**src/rtl/imem_arbiter_if.sv**
```systemverilog
// Bus bundle between the instruction-memory arbiter and its requesters/memory.
// slave: the arbiter side; master: fetch unit, program loader and memory side.
interface imem_arbiter_if;
    logic        f_req;
    logic [31:0] f_addr;
    logic        f_gnt;
    logic        f_stall;
    logic        f_rvalid;
    logic [31:0] f_rdata;

    logic        l_req;
    logic        l_we;
    logic [31:0] l_addr;
    logic [31:0] l_wdata;
    logic        l_gnt;
    logic        l_rvalid;
    logic        l_err;
    logic [31:0] l_rdata;

    logic [31:0] mem_addr;
    logic [31:0] mem_wdata;
    logic        mem_we;
    logic [31:0] mem_rdata;

    modport slave (
        input  f_req, f_addr, l_req, l_we, l_addr, l_wdata, mem_rdata,
        output f_gnt, f_stall, f_rvalid, f_rdata,
        output l_gnt, l_rvalid, l_err, l_rdata,
        output mem_addr, mem_wdata, mem_we
    );

    modport master (
        output f_req, f_addr, l_req, l_we, l_addr, l_wdata, mem_rdata,
        input  f_gnt, f_stall, f_rvalid, f_rdata,
        input  l_gnt, l_rvalid, l_err, l_rdata,
        input  mem_addr, mem_wdata, mem_we
    );
endinterface

```
**src/rtl/imem_arbiter.sv**
```systemverilog
// Single-port instruction-memory arbiter: loader has priority, fetch is guaranteed a slot after MAX_BURST loader grants.
// Optional IMEM_ARB_PERF_EN adds saturating stall/load performance counters.
module imem_arbiter #(
    parameter int unsigned MAX_BURST = 8,
    parameter logic [31:0] RESET_PC  = 32'h0100_0000
) (
    input  logic                                 clock,
    input  logic                                 reset,
    imem_arbiter_if.slave                        bus,
    output logic [1:0]                           state,
    output logic [$clog2(MAX_BURST+1)-1:0]       burst_cnt
`ifdef IMEM_ARB_PERF_EN
    ,
    output logic [31:0]                          perf_stall_cnt,
    output logic [31:0]                          perf_load_cnt
`endif
);
    localparam int CNT_W = $clog2(MAX_BURST + 1);

    typedef enum logic [1:0] {
        IDLE  = 2'd0,
        FETCH = 2'd1,
        LOAD  = 2'd2
    } state_t;

    state_t             state_q;
    logic [CNT_W-1:0]   burst_q;
    logic [31:0]        addr_q;
    logic [31:0]        f_rdata_q;
    logic [31:0]        l_rdata_q;
    logic               f_rvalid_q;
    logic               l_rvalid_q;
    logic               l_err_q;

    logic               burst_full;
    logic               f_gnt;
    logic               l_gnt;
    logic               l_misaligned;
    logic [31:0]        mem_addr;

    assign l_misaligned = |bus.l_addr[1:0];
    assign burst_full   = bus.f_req && (burst_q == CNT_W'(MAX_BURST));

    // Grants are blocked while reset is high so nothing reaches memory during reset.
    assign l_gnt = !reset && bus.l_req && !burst_full;
    assign f_gnt = !reset && bus.f_req && !l_gnt;

    always_comb begin
        // NOTE: assign a default first so every path drives mem_addr and no latch is inferred.
        mem_addr = addr_q;
        if (reset)
            mem_addr = RESET_PC;
        else if (f_gnt)
            mem_addr = bus.f_addr & 32'hFFFF_FFFC;
        else if (l_gnt)
            mem_addr = bus.l_addr & 32'hFFFF_FFFC;
    end

    assign bus.f_gnt     = f_gnt;
    assign bus.l_gnt     = l_gnt;
    assign bus.f_stall   = !reset && bus.f_req && !f_gnt;
    assign bus.mem_addr  = mem_addr;
    assign bus.mem_we    = l_gnt && bus.l_we && !l_misaligned;
    assign bus.mem_wdata = bus.l_wdata;

    // Read returns are masked during reset so a read issued just before reset never surfaces.
    assign bus.f_rvalid = f_rvalid_q && !reset;
    assign bus.l_rvalid = l_rvalid_q && !reset;
    assign bus.l_err    = l_err_q && !reset;
    assign bus.f_rdata  = reset ? 32'h0 : (f_rvalid_q ? bus.mem_rdata : f_rdata_q);
    assign bus.l_rdata  = reset ? 32'h0 : (l_rvalid_q ? bus.mem_rdata : l_rdata_q);

    assign state     = state_q;
    assign burst_cnt = burst_q;

    always_ff @(posedge clock) begin
        // NOTE: sequential state uses <= so every register samples the pre-edge values.
        if (reset) begin
            state_q    <= IDLE;
            burst_q    <= '0;
            addr_q     <= RESET_PC;
            f_rvalid_q <= 1'b0;
            l_rvalid_q <= 1'b0;
            l_err_q    <= 1'b0;
            f_rdata_q  <= 32'h0;
            l_rdata_q  <= 32'h0;
        end else begin
            if (f_gnt)
                state_q <= FETCH;
            else if (l_gnt)
                state_q <= LOAD;
            else
                state_q <= IDLE;

            if (f_gnt || !bus.f_req)
                burst_q <= '0;
            else if (l_gnt && burst_q != CNT_W'(MAX_BURST))
                burst_q <= burst_q + 1'b1;

            addr_q     <= mem_addr;
            f_rvalid_q <= f_gnt;
            l_rvalid_q <= l_gnt && !bus.l_we && !l_misaligned;
            l_err_q    <= l_gnt && l_misaligned;
            f_rdata_q  <= bus.f_rdata;
            l_rdata_q  <= bus.l_rdata;
        end
    end

`ifdef IMEM_ARB_PERF_EN
    always_ff @(posedge clock) begin
        if (reset) begin
            perf_stall_cnt <= 32'h0;
            perf_load_cnt  <= 32'h0;
        end else begin
            if (bus.f_stall && perf_stall_cnt != 32'hFFFF_FFFF)
                perf_stall_cnt <= perf_stall_cnt + 32'd1;
            if (l_gnt && perf_load_cnt != 32'hFFFF_FFFF)
                perf_load_cnt <= perf_load_cnt + 32'd1;
        end
    end
`endif
endmodule
```
**src/flat_wrapper.sv**
```systemverilog
// flat-port wrapper written by rule: the top's interface ports become plain ports
module imem_arbiter_flat 
#(
    parameter int unsigned MAX_BURST = 8,
    parameter logic [31:0] RESET_PC  = 32'h0100_0000
)
  (clock, reset, state, burst_cnt, bus_f_req, bus_f_addr, bus_l_req, bus_l_we, bus_l_addr, bus_l_wdata, bus_mem_rdata, bus_f_gnt, bus_f_stall, bus_f_rvalid, bus_f_rdata, bus_l_gnt, bus_l_rvalid, bus_l_err, bus_l_rdata, bus_mem_addr, bus_mem_wdata, bus_mem_we);
  imem_arbiter_if bus_i ();
  input  logic clock;
  input  logic reset;
  output logic [1:0] state;
  output logic [$clog2(MAX_BURST+1)-1:0] burst_cnt;
  input wire logic [$bits(bus_i.f_req)-1:0] bus_f_req;
  input wire logic [$bits(bus_i.f_addr)-1:0] bus_f_addr;
  input wire logic [$bits(bus_i.l_req)-1:0] bus_l_req;
  input wire logic [$bits(bus_i.l_we)-1:0] bus_l_we;
  input wire logic [$bits(bus_i.l_addr)-1:0] bus_l_addr;
  input wire logic [$bits(bus_i.l_wdata)-1:0] bus_l_wdata;
  input wire logic [$bits(bus_i.mem_rdata)-1:0] bus_mem_rdata;
  output wire logic [$bits(bus_i.f_gnt)-1:0] bus_f_gnt;
  output wire logic [$bits(bus_i.f_stall)-1:0] bus_f_stall;
  output wire logic [$bits(bus_i.f_rvalid)-1:0] bus_f_rvalid;
  output wire logic [$bits(bus_i.f_rdata)-1:0] bus_f_rdata;
  output wire logic [$bits(bus_i.l_gnt)-1:0] bus_l_gnt;
  output wire logic [$bits(bus_i.l_rvalid)-1:0] bus_l_rvalid;
  output wire logic [$bits(bus_i.l_err)-1:0] bus_l_err;
  output wire logic [$bits(bus_i.l_rdata)-1:0] bus_l_rdata;
  output wire logic [$bits(bus_i.mem_addr)-1:0] bus_mem_addr;
  output wire logic [$bits(bus_i.mem_wdata)-1:0] bus_mem_wdata;
  output wire logic [$bits(bus_i.mem_we)-1:0] bus_mem_we;
  assign bus_i.f_req = bus_f_req;
  assign bus_i.f_addr = bus_f_addr;
  assign bus_i.l_req = bus_l_req;
  assign bus_i.l_we = bus_l_we;
  assign bus_i.l_addr = bus_l_addr;
  assign bus_i.l_wdata = bus_l_wdata;
  assign bus_i.mem_rdata = bus_mem_rdata;
  assign bus_f_gnt = bus_i.f_gnt;
  assign bus_f_stall = bus_i.f_stall;
  assign bus_f_rvalid = bus_i.f_rvalid;
  assign bus_f_rdata = bus_i.f_rdata;
  assign bus_l_gnt = bus_i.l_gnt;
  assign bus_l_rvalid = bus_i.l_rvalid;
  assign bus_l_err = bus_i.l_err;
  assign bus_l_rdata = bus_i.l_rdata;
  assign bus_mem_addr = bus_i.mem_addr;
  assign bus_mem_wdata = bus_i.mem_wdata;
  assign bus_mem_we = bus_i.mem_we;
  imem_arbiter #(.MAX_BURST(MAX_BURST), .RESET_PC(RESET_PC)) u_core (.clock(clock), .reset(reset), .bus(bus_i), .state(state), .burst_cnt(burst_cnt));
endmodule
```
**config.mk**
```make
export PLATFORM = sky130hd
export DESIGN_NAME = imem_arbiter_flat
export DESIGN_NICKNAME = d
export VERILOG_FILES = /design/src/rtl/imem_arbiter_if.sv /design/src/rtl/imem_arbiter.sv /design/src/flat_wrapper.sv
export SDC_FILE = /design/constraint.sdc
export NUM_CORES = 1
export LEC_CHECK = 0
export ABC_AREA = 1
export CAP_MARGIN = 5
export CORE_MARGIN = 3
export CORE_UTILIZATION = 41
export DETAILED_ROUTE_END_ITERATION = 8
export PLACE_DENSITY = 0.87
export SETUP_SLACK_MARGIN = 0.4
export SLEW_MARGIN = 10
export SYNTH_ARGS = -nofsm -noshare
export SYNTH_HDL_FRONTEND = slang
export SYNTH_SLANG_ARGS = --single-unit
```
**constraint.sdc**
```tcl
create_clock -name clock -period 2.1 [get_ports clock]
set_input_delay 0.21 -clock clock [delete_from_list [all_inputs] [get_ports clock]]
set_output_delay 0.21 -clock clock [all_outputs]
set_load 0.05 [all_outputs]
```
==> results of run 1 <==
state kept, by name, summed over array words and instances (netlist names):
name,cells
u_core.f_rdata_q,32
u_core.l_rdata_q,32
u_core.l_rvalid_q,1
u_core.l_err_q,1
u_core.f_rvalid_q,1
u_core.addr_q,32
u_core.burst_cnt,4
u_core.state,1
cell usage in the layout, fill, tap and decap left out, types with 2 or more instances in the layout:
| master | synthesis | routed |
|---|---|---|
| buf_12 | 0 | 121 |
| buf_16 | 0 | 9 |
| buf_4 | 33 | 26 |
| buf_6 | 2 | 5 |
| clkbuf_16 | 0 | 4 |
| clkbuf_8 | 0 | 10 |
| clkdlybuf4s50_1 | 0 | 97 |
| clkinvlp_4 | 0 | 4 |
| dfxtp_1 | 104 | 98 |
| dfxtp_2 | 0 | 2 |
| dfxtp_4 | 0 | 4 |
| dlygate4sd2_1 | 0 | 5 |
| inv_1 | 15 | 8 |
| inv_2 | 1 | 2 |
| inv_4 | 0 | 2 |
| inv_6 | 0 | 3 |
| nand2_1 | 179 | 78 |
| nand2_2 | 2 | 50 |
| nand2_4 | 0 | 41 |
| nand2_8 | 0 | 12 |
| nand3_1 | 32 | 29 |
| nand3_2 | 0 | 3 |
| nor2_1 | 208 | 106 |
| nor2_2 | 1 | 35 |
| nor2_4 | 0 | 68 |
| nor3b_2 | 0 | 2 |
| nor3b_4 | 0 | 2 |
| o21ai_0 | 64 | 11 |
| o21ai_1 | 0 | 31 |
| o21ai_2 | 0 | 22 |
logic make-up (layout without fill, tap and decap cells):
kind of cell / Yosys count / count (layout)
DFF: 104 / 104
and+or+nand+nor: 428 / 428
xor gates and xnor gates: 2 / 2
adders and majority gates: 2 / 2
buffers and inverters: 83 / 301
AOI/OAI and AO/OA: 64 / 64
metal layers:
layer | vias to the layer above | routed length, µm | global-route usage
met5 | - | 0 | 0
li1 | 2541 | - | -
met3 | 218 | 2730 | 0.103
met1 | 2993 | 8610 | 0.351
met2 | 612 | 13200 | 0.580
met4 | 0 | 2570 | 0.163
layout make-up:
class | instances | area [µm²] | share of cell area
clock buffers | 11 | 141 | 0.0141
clock inverters | 5 | 41.3 | 0.00413
inverters | 16 | 85.1 | 0.00851
multi-input cells | 496 | 3400 | 0.341
flip-flops and latches | 104 | 2100 | 0.210
well taps | 136 | 170 | 0.0170
repair buffers | 269 | 4060 | 0.406
power by group:
group	total, mW	internal, mW	switching [mW]
clock network	1.25	0.477	0.771
registers	2.13	2.07	0.0559
logic	2.00	0.886	1.12
path summary, 6_finish.rpt:
check / start / end / slack (ps) / cells after the start
worst max-delay path: u_core.burst_cnt[0]$_SDFFE_PP0P_ / bus_mem_addr[24] / -260 / 10
worst min-delay path: bus_l_wdata[11] / bus_mem_wdata[11] / 420 / 0
worst max register to register: u_core.burst_cnt[0]$_SDFFE_PP0P_ / u_core.addr_q[1]$_SDFF_PP0_ / 250 / 9
worst min register to register: u_core.f_rdata_q[15]$_SDFF_PP0_ / u_core.f_rdata_q[15]$_SDFF_PP0_ / 520 / 2
what timing repair did:
action                     CTS  global route
setup endpoints to repair  106           104
cloned                       9             5
gates resized for setup    127           237
pin swaps                   29            34
setup buffers               21            10
==> metrics, run 1 <==
outcome=finished with violations; failing checks=negative setup slack; Ports=274; Initial Util=0.432; count leader, synth=nor2_1; count of final setup violators=34; first drt pass iteration count=5; Final #Nets=1,031; Final WS setup=-260 ps; minimum clock period=2360 ps; Min-Delay Path Class=input port to output port; # rows=37; Avg Inst Size Synth=6.70 µm²; initial antenna violation count=0; final setup skew=24.7 ps; clock sinks=104; register area share after synthesis=0.455; Peak VDD IR=0.376 mV; Die Y=112 µm; cts hold-fix bufs=0; final hold viol count=0; mux share of post-synthesis cell area=0; Tot GR Track Use=0.327; WL final=27,100 µm; WL/cell=26.2 µm; Root Buffer=clkbuf_8; Layout area overhead=118%; Synth Warn #=0; Via density=6.14; post-synth top area cell=dfxtp_1; Max H-tree Level=3; Gate Count Post-Synth=683; Setup TNS=-6500 ps; Total Power=5.38 mW; CP arrival=2150 ps; top cells by count, synth=208 x nor2_1, 179 x nand2_1, 104 x dfxtp_1; Residual DRC=0; Placed Instances=976; WS Path Type=register to output port; Final Util=0.943; post-synthesis xor/xnor area fraction=0.00383; grt total ovfl=0; worst-path fanout max=15; TritonCTS buffer count=9; pwr/cell area=538 nW/µm²; largest net degree at the start of global routing=33; syn nets=818; startpoint class of the critical path=register; vias after detailed routing=6,364; vias in the first global route=5,904; dpl cell area=8110 µm²; Fin Hold WS=420 ps; top_reg_cell synth=dfxtp_1; Mapped Area=4580 µm²; Final Cycle Share=1.12; first-pass GRT wire length=32,300 µm; Netlist cell types=19; synthesized flop and latch total=104; Slew Limit Headroom=0.668; DIE AREA=12,500 µm²; CTS tree=built; largest family of logic cells by synthesized area=simple AND/OR/NAND/NOR gates; slowest stage cell, crit path=dfxtp_4; core area=10,600 µm²; fmax=0.424 GHz; detailed router's first-iteration violation count=579; crit-path leading delay family=simple AND/OR/NAND/NOR gates; Filler Cell Count=291; Max-Cap Viols=0; Compound-Gate Fraction of Synth Area=0.0700; fin area=10000 µm²; Antenna Cells=0; clk_lat worst skew=380 ps; ANT nets after route=0; post-DP HPWL=11,600 µm; port bufs=207; number of synthesized flops with an enable pin=0; DP Worst Slack=2.73 ps; Async SR Flop Fraction=0; Slew @ Worst Pin=499 ps; CP max stage delay=380 ps; Synth Area in Simple Gates=0.366; Reg clk slew, reported paths=130 ps; Worst Path Required=1890 ps; GPL Wtd Cong=0.803; Static Leak=4.40 nW; Die Wd=112 µm; maximum clock path buffer count=2; share of cells above drive strength 1=0.481; synth top area cells=dfxtp_1 45%, nor2_1 17%, nand2_1 15%; fin. max-slew vios=0; Synth top area share=0.455; CP Capture Type=output port; CP Cell Sequence=inv_4 > ha_4 > nand4_1 > buf_4 > buf_12 > nand3_1 > nand2_1 > nor2_4 > nor2_4 > buf_12; Buf+Inv Stages, Crit Path=4; fin cells=1,037; synthesized-area fraction occupied by adder cells=0.00547; RSZ-0062 raised after global routing=true
No activity file was read; power rests on OpenSTA's default activity.
==> run 2: changes to the inputs <==
- CAP_MARGIN: 5 -> default
==> results of run 2 <==
Final layout, timing and power as in run 1 (identical DEF).
==> run 3: changes to the inputs <==
- PLACE_DENSITY: 0.87 -> 0.94
- SKIP_CTS_REPAIR_TIMING: default -> 1
==> run 3 against run 2 <==
Net effect:
- critical path type unchanged
- core utilization fell by 3.4 points
- largest cell class unchanged
- critical endpoint is now bus_mem_addr[2]
- hold slack did not move
- global-route usage fell by 8.5 points
- the flow still finishes with violations (negative setup slack)
- clock skew fell by 4.0 ps
- critical path depth rose by 1
- sequential power barely moved
- first-iteration DRC count fell by 35%
- cell count fell by 1.4%
- sequential share of layout area rose by 0.78 points
- clock-buffer cell count did not move
- wire length fell by 17%
- clock power rose by 9%
==> metrics, run 3 (synthesis results as in run 1) <==
dpl cell area=8170 µm² (was 8110 µm²); TritonCTS buffer count=9 (unchanged); Final Cycle Share=1.07 (was 1.12); largest net degree at the start of global routing=34 (was 33); Root Buffer=clkbuf_8 (unchanged); Tot GR Track Use=0.243 (was 0.327); Residual DRC=0 (unchanged); CP Capture Type=output port (unchanged); outcome=finished with violations (unchanged); pwr/cell area=562 nW/µm² (was 538 nW/µm²); grt total ovfl=0 (unchanged); Static Leak=4.31 nW (was 4.40 nW); Layout area overhead=111% (was 118%); final hold viol count=0 (unchanged); worst reg-to-reg setup slack=440 ps (was 250 ps); minimum clock period=2250 ps (was 2360 ps); Die Wd=112 µm (unchanged); CP arrival=2040 ps (was 2150 ps); Via density=5.58 (was 6.14); clock sinks=104 (unchanged); Antenna Cells=0 (unchanged); WS Path Type=register to output port (unchanged); Reg clk slew, reported paths=120 ps (was 130 ps); final setup skew=20.7 ps (was 24.7 ps); clk_lat worst skew=370 ps (was 380 ps); vias after detailed routing=5,709 (was 6,364); fin area=9640 µm² (was 10000 µm²); post-DP HPWL=12,300 µm (was 11,600 µm); failing checks=negative setup slack (unchanged); Min-Delay Path Class=input port to output port (unchanged); DIE AREA=12,500 µm² (unchanged); Max-Cap Viols=0 (unchanged); Die Y=112 µm (unchanged); fin. max-slew vios=0 (unchanged); core area=10,600 µm² (unchanged); first-pass GRT wire length=24,800 µm (was 32,300 µm); FF-to-FF path depth=10 (was 9); port bufs=207 (unchanged); RSZ-0062 raised after global routing=true (unchanged); maximum clock path buffer count=2 (unchanged); CP most frequent cell=nand2_4; Slew @ Worst Pin=581 ps (was 499 ps); crit path launch=u_core.burst_cnt[1]$_SDFFE_PP0P_ (was u_core.burst_cnt[0]$_SDFFE_PP0P_); fmax=0.445 GHz (was 0.424 GHz); detailed router's first-iteration violation count=377 (was 579); initial antenna violation count=0 (unchanged); share of cells above drive strength 1=0.463 (was 0.481); WL final=22,600 µm (was 27,100 µm); reg-to-reg endpoint=u_core.addr_q[26]$_SDFF_PP0_ (was u_core.addr_q[1]$_SDFF_PP0_); Initial Util=0.432 (unchanged); Peak VDD IR=0.376 mV (about the same); count of final setup violators=33 (was 34); Final WS setup=-146 ps (was -260 ps); ANT nets after route=0 (unchanged); Setup TNS=-3280 ps (was -6500 ps); CTS tree=built (unchanged); Ports=274 (unchanged); CP max stage delay=380 ps (about the same); worst-path fanout max=8 (was 15); Final Util=0.909 (was 0.943); slowest stage cell, crit path=dfxtp_4 (unchanged); CP Cell Sequence=inv_4 > ha_4 > nand3_1 > nand2_2 > nand2_4 > nand2_4 > inv_8 > buf_12 > nand2_1 > nand2_4 > buf_12 (was inv_4 > ha_4 > nand4_1 > buf_4 > buf_12 > nand3_1 > nand2_1 > nor2_4 > nor2_4 > buf_12); WL/cell=22.1 µm (was 26.2 µm); first drt pass iteration count=5 (unchanged); GPL Wtd Cong=0.823 (was 0.803); worst r2r src=u_core.burst_cnt[1]$_SDFFE_PP0P_ (was u_core.burst_cnt[0]$_SDFFE_PP0P_); most common cell after layout, fill and taps aside=buf_12 (unchanged); Max H-tree Level=3 (unchanged); commonest cells after routing, fill and taps aside=117 x buf_12, 105 x nor2_1, 98 x dfxtp_1, 97 x clkdlybuf4s50_1, 93 x nand2_1 (was 121 x buf_12, 106 x nor2_1, 98 x dfxtp_1, 97 x clkdlybuf4s50_1, 78 x nand2_1); startpoint class of the critical path=register (unchanged); # rows=37 (unchanged); vias in the first global route=5,155 (was 5,904); Slew Limit Headroom=0.612 (was 0.668); largest registers=u_core.addr_q (32), u_core.f_rdata_q (32), u_core.l_rdata_q (32) (unchanged); Final #Nets=1,017 (was 1,031); Worst Path Required=1890 ps (about the same); Setup crit end=bus_mem_addr[2] (was bus_mem_addr[24]); DP Worst Slack=37.1 ps (was 2.73 ps)
-- run 3: changes by cell type in the layout (fill, tap and decap cells not counted), sizes merged --
cell / change
buf: -18
dlymetal6s2s: +6
dlygate4sd2: -5
clkbuf: +3
bufinv: +1
clkinv: +1
clkinvlp: -1
inv: -1
-- run 3: where the power goes --
part,total (mW),internal [mW],switching [mW]
clock network,1.36,0.627,0.737
registers,2.13,2.07,0.0558
logic,1.92,0.877,1.04
-- run 3: critical path, delay by kind of cell, from the launching register on --
| kind | cells | cell delay [ps] |
|---|---|---|
| buffers and inverters | 4 | 420 |
| and+or+nand+nor | 6 | 740 |
| DFF | 1 | 380 |
| adders and majority gates | 1 | 130 |
-- run 3: routing by layer --
layer | up-vias | GRT usage | share of wire
li1 | 2503 | - | -
met1 | 2704 | 0.255 | 0.33
met2 | 394 | 0.438 | 0.52
met3 | 108 | 0.0973 | 0.093
met4 | 0 | 0.0835 | 0.053
met5 | - | 0 | 0
-- run 3: final cells by class --
cell class,instances,area (µm²)
inverter,16,82.6
clock inverter,5,63.8
fill,351,962
clock buffer,11,151
timing repair buffer,255,3870
sequential,104,2100
multi-input combinational,496,3200
tap,136,170
-- run 3: worst min path at each step --
stage | from | endpoint | slack, ps | cells after the start
4_1_cts | bus_f_addr[8] | u_core.addr_q[8]$_SDFF_PP0_ | 410 | 3
6_report | bus_l_wdata[12] | bus_mem_wdata[12] | 420 | 0
5_1_grt | bus_l_wdata[3] | bus_mem_wdata[3] | 420 | 0
2_1_floorplan | bus_l_we | u_core.l_rvalid_q$_SDFF_PP0_ | 290 | 1
3_5_place_dp | bus_l_wdata[13] | bus_mem_wdata[13] | 420 | 0
3_3_place_gp | bus_l_wdata[13] | bus_mem_wdata[13] | 420 | 0
-- run 3: through the flow --
stage | total power [mW] | hold WS [ps] | cells
final | 5.41 | 420 | 1023
after global routing | 5.55 | 420 | 1023
after CTS | 5.05 | 414 | 995
after detailed placement | 3.73 | 420 | 979
after global placement | 3.69 | 420 | 979
after floorplan | 3.08 | 286 | 683
